### src/rtl/alu_pkg.sv
// Shared ALU op encodings, requester id type and output-slot FSM states.
package alu_pkg;

    typedef logic [3:0] alu_op_t;

    localparam alu_op_t ADD = 4'd0;
    localparam alu_op_t SUB = 4'd1;
    localparam alu_op_t OR  = 4'd9;
    localparam alu_op_t AND = 4'd10;

    // Index of a requester (two requesters share the ALU).
    typedef logic req_id_t;

    typedef enum logic {StEmpty, StFull} slot_state_t;

endpackage

### src/rtl/alu.sv
// Purely combinational ALU; unsupported op codes yield zero, arithmetic wraps.
module alu
    import alu_pkg::*;
#(
    parameter int unsigned n = 32
) (
    input  logic [3:0]   op,
    input  logic [n-1:0] a,
    input  logic [n-1:0] b,
    output logic [n-1:0] y
);

    // Decode the op code into the selected result.
    always_comb begin
        y = '0;
        case (op)
            ADD:     y = a + b;
            SUB:     y = a - b;
            OR:      y = a | b;
            AND:     y = a & b;
            default: y = '0;
        endcase
    end

endmodule

### src/rtl/alu_arbiter.sv
// Two requesters share one ALU through a round-robin grant and a one-entry
// registered result slot (EMPTY/FULL) with valid/ready on both sides.
module alu_arbiter
    import alu_pkg::*;
#(
    parameter int unsigned n = 32
) (
    input  logic         clk,
    input  logic         reset,

    input  logic         req0_valid,
    input  logic [3:0]   req0_op,
    input  logic [n-1:0] req0_a,
    input  logic [n-1:0] req0_b,
    output logic         req0_ready,

    input  logic         req1_valid,
    input  logic [3:0]   req1_op,
    input  logic [n-1:0] req1_a,
    input  logic [n-1:0] req1_b,
    output logic         req1_ready,

    output logic         resp_valid,
    output logic         resp_id,
    output logic [n-1:0] resp_data,
    input  logic         resp_ready
);

    slot_state_t  state_q, state_d;
    req_id_t      rr_q;
    req_id_t      resp_id_q;
    logic [n-1:0] resp_data_q;

    logic         both;
    logic         any;
    logic         free;
    logic         handshake;
    req_id_t      gnt_id;
    alu_op_t      alu_op;
    logic [n-1:0] alu_a;
    logic [n-1:0] alu_b;
    logic [n-1:0] alu_y;

    // Grant and ready: independent of operands, forced low during reset.
    always_comb begin
        both      = req0_valid & req1_valid;
        any       = req0_valid | req1_valid;
        free      = (state_q == StEmpty) | resp_ready;
        gnt_id    = both ? rr_q : req_id_t'(req1_valid);
        handshake = free & any & ~reset;
        req0_ready = handshake & (gnt_id == 1'b0);
        req1_ready = handshake & (gnt_id == 1'b1);
        alu_op    = gnt_id ? req1_op : req0_op;
        alu_a     = gnt_id ? req1_a  : req0_a;
        alu_b     = gnt_id ? req1_b  : req0_b;
    end

    alu #(
        .n (n)
    ) u_alu (
        .op (alu_op),
        .a  (alu_a),
        .b  (alu_b),
        .y  (alu_y)
    );

    // Slot next state: a handshake always refills; a drained slot with no new grant empties.
    always_comb begin
        state_d = state_q;
        if (handshake) begin
            state_d = StFull;
        end else if ((state_q == StFull) && resp_ready) begin
            state_d = StEmpty;
        end
    end

    // Slot state, held result and round-robin pointer.
    always_ff @(posedge clk) begin
        if (reset) begin
            state_q     <= StEmpty;
            resp_data_q <= '0;
            resp_id_q   <= 1'b0;
            rr_q        <= 1'b0;
        end else begin
            state_q <= state_d;
            if (handshake) begin
                resp_data_q <= alu_y;
                resp_id_q   <= gnt_id;
                // Only contended grants move the pointer, to favour the loser next time.
                if (both) begin
                    rr_q <= ~gnt_id;
                end
            end
        end
    end

    assign resp_valid = (state_q == StFull);
    assign resp_id    = resp_id_q;
    assign resp_data  = resp_data_q;

endmodule

### config.mk
export PLATFORM = sky130hd
export DESIGN_NAME = alu_arbiter
export DESIGN_NICKNAME = d
export VERILOG_FILES = /design/src/rtl/alu_pkg.sv /design/src/rtl/alu.sv /design/src/rtl/alu_arbiter.sv
export SDC_FILE = /design/constraint.sdc
export NUM_CORES = 1
export LEC_CHECK = 0
export ABC_CLOCK_PERIOD_IN_PS = 5800
export CAP_MARGIN = 40
export CORE_AREA = 2 2 120 98
export DETAILED_ROUTE_END_ITERATION = 8
export DIE_AREA = 0 0 122 100
export PLACE_DENSITY = 0.85
export SYNTH_ARGS = -nofsm -noshare
export SYNTH_HDL_FRONTEND = slang
export SYNTH_SLANG_ARGS = --single-unit
### constraint.sdc
create_clock -name clk -period 5.8 [get_ports clk]
set_input_delay 0.58 -clock clk [delete_from_list [all_inputs] [get_ports clk]]
set_output_delay 0.58 -clock clk [all_outputs]
set_load 0.02 [all_outputs]
==> impl_metrics.json <==
{
  "p_per_area_mw_per_mm2": 192,
  "place_congestion": 1.01,
  "cts_resized": 0,
  "netlist.area_leader.share": 0.138,
  "crit_slowest_cell": "clkdlybuf4s50_1",
  "hold_buffers": 0,
  "p_leak_nw": 3.00,
  "wl_per_cell_um": 18.1,
  "avgSynthCellArea_um2": 6.98,
  "synth_flop_cell": "dfxtp_1",
  "htree_levels": 2,
  "setup_viol": 0,
  "cts_tree": "yes",
  "drt_iter0_drc": 477,
  "antenna_found_initial": 0,
  "clock_skew_ns": 0.0119,
  "synth.most_common_cell": "nand2_1",
  "die_x_um": 122,
  "relSlewSlack": 0.406,
  "syn-num-nets": 899,
  "tns_ns": 0,
  "ant_nets": 0,
  "cts_made_buffers": 5,
  "nets": 1060,
  "fmax_mhz": 193,
  "grt_pass1_wl_um": 29600,
  "synth_edf_count": 0,
  "hold_path.class": "reg2reg",
  "viasPerCell": 5.94,
  "syn_area_mm2": 0.00507,
  "grt.overflow.total": 0,
  "path_delay_family": "compound AO/OA/AOI/OAI gates",
  "synth_cell_types": 74,
  "grt_usage": 0.305,
  "die_h_um": 100,
  "critPathBufInv": 2,
  "worst_pin_slew_ns": 0.892,
  "async_reset_ff_frac": 0,
  "arrival_ns": 5.35,
  "synth_common_cells": "nand2_1, nor2_1, o21ai_0",
  "syn_inst": 727,
  "holdPathStages": 2,
  "port-buffer-count": 176,
  "synth_area_leaders": "dfxtp_1, mux2i_1, ha_1",
  "required_ns": 5.97,
  "cts.sinks": 35,
  "cp_cell_sequence": "clkdlybuf4s50_1 > inv_6 > nor2_2 > nor4_1 > a32o_1 > nor2_1 > xnor2_1 > fa_1 > nor2b_1 > o2111ai_1 > a31oi_1 > a211oi_2 > o21ai_1 > a41o_1 > a311oi_1 > xor2_1 > o22ai_1",
  "setup.worst_path.end_class": "flop",
  "area_growth_pct": 41.4,
  "yosysTopAreaCell": "dfxtp_1",
  "clk_latency_ns": 0.29,
  "die-area_mm2": 0.0122,
  "drv_cap": 0,
  "rows": 35,
  "path_depth": 17,
  "grt_max_degree": 37,
  "dpl.hpwl_um": 14400,
  "rsz0062_at_grt": "no",
  "status": "complete, no violations",
  "ys_seq_elements": 35,
  "yosysWarnings": 0,
  "path_clk_slew_ns": 0.07,
  "vias": 6160,
  "start_kind": "input port",
  "clockRootBuffer": "clkbuf_16",
  "wl_um": 18800,
  "max_stage_delay_ns": 0.70,
  "seq_area_frac_synth": 0.138,
  "hold_viol": 0,
  "cts_setup_buffers": 0,
  "ios": 177,
  "total_power_w": 0.00138,
  "coreArea_mm2": 0.0112,
  "peakVddDrop_mv": 0.128,
  "drcViolationCount": 0,
  "critPathMaxFanout": 10,
  "start_util": 0.454,
  "critical_path_class": "in2reg",
  "antenna_cells": 0,
  "post-route-min-period_ns": 5.19,
  "reg2reg_depth": 18,
  "slew_viol_final": 0,
  "period_share": 0.894,
  "drive_above_1_share": 0.0540,
  "grt_pass1_vias": 5817,
  "drt_pass1_iterations": 5,
  "clk_path_buf_depth": 2
}
power breakdown:
group | internal, W | switching, W | leakage [nW]
Clock | 0.000214 | 0.000113 | 0.0868
Sequential | 0.000254 | 0.00000784 | 0.286
Combinational | 0.000357 | 0.000429 | 2.63
Total | 0.000825 | 0.000550 | 3.00
cells in the final DEF (no fill, tap or decap), types with 3 or more instances in the layout:
cell type        Yosys  routed
a221oi_1             7       7
o211ai_1             4       4
buf_4                0      16
mux2i_1             48      48
dfxtp_1             35      35
a22oi_1              8       8
xor2_1              30      30
o21a_1               6       6
a21o_1              11      11
a31oi_1              7       7
nor3b_1              4       4
a31o_2               3       3
o22ai_1              8       8
ha_1                30      30
nand2_1             99      98
clkbuf_16            0       5
nand4_1              5       5
clkdlybuf4s50_1      0     176
a21oi_1             61      61
or3_1                4       4
xnor2_1             32      32
nor2b_1              7       7
nor4_1               4       4
nand2b_1             7       7
and3_1               5       5
nor3_1              24      23
o31ai_1              3       3
o21ai_0             65      64
inv_1               23      23
nand3_1              6       6
o221ai_1            15      15
nor2_1              76      76
per-stage QoR:
step           cell area (µm²)  utilization  hold slack, ns  cells  worst slack, ns
6_report                  7170        0.642           0.458   1037            0.614
2_1_floorplan             5070            -           0.484    727             1.39
5_1_grt                   7170        0.642           0.484   1037            0.207
4_1_cts                   7170        0.642           0.458   1037            0.698
3_3_place_gp              6980        0.625           0.444   1027            0.491
3_5_place_dp              7000        0.627           0.450   1029            0.415
cell families (layout without fill, tap and decap cells):
logic type                 Yosys count  after routing  synth area share
DFF                                 35             35             0.138
and+or+nand+nor                    257            257             0.235
xor gates and xnor gates            62             62             0.107
buffers and inverters               63            225            0.0513
AOI/OAI and AO/OA                  230            230             0.294
muxes                               49             49            0.0969
adders and majority gates           31             31            0.0779
state kept, by name (all words and copies together), names as in the netlist:
name,cells
resp_data,32
resp_id,1
resp_valid,1
rr_q,1
final cells by class:
type,instances,area [µm²]
clock inverters,2,35.0
fillers,1037,3990
flip-flops and latches,35,701
clock buffers,6,139
repair buffers,192,1880
multi-input cells,629,4130
inverters,25,98.8
well taps,148,185
per-layer routing:
layer | vias up | share of wire | track usage
met5 | - | 0 | 0
met3 | 28 | 0.10 | 0.0597
li1 | 2985 | - | -
met2 | 333 | 0.43 | 0.479
met1 | 2814 | 0.45 | 0.432
met4 | 0 | 0.015 | 0.0672
worst min-delay path, cell delays in order, from the launching register on:
cell and delay (ns):
dfxtp_1 0.31, nand2_1 0.05, a21oi_1 0.05
path summary, 6_finish.rpt:
| kind | startpoint | endpoint | slack (ns) |
|---|---|---|---|
| worst min register to register | resp_data[9] | resp_data[9] | 0.46 |
| worst max register to register | rr_q | resp_data[27] | 1.16 |
| worst min-delay path | resp_data[9] | resp_data[9] | 0.46 |
| worst max-delay path | req1_valid | resp_data[30] | 0.61 |
Power figures use the tool's default switching activity.
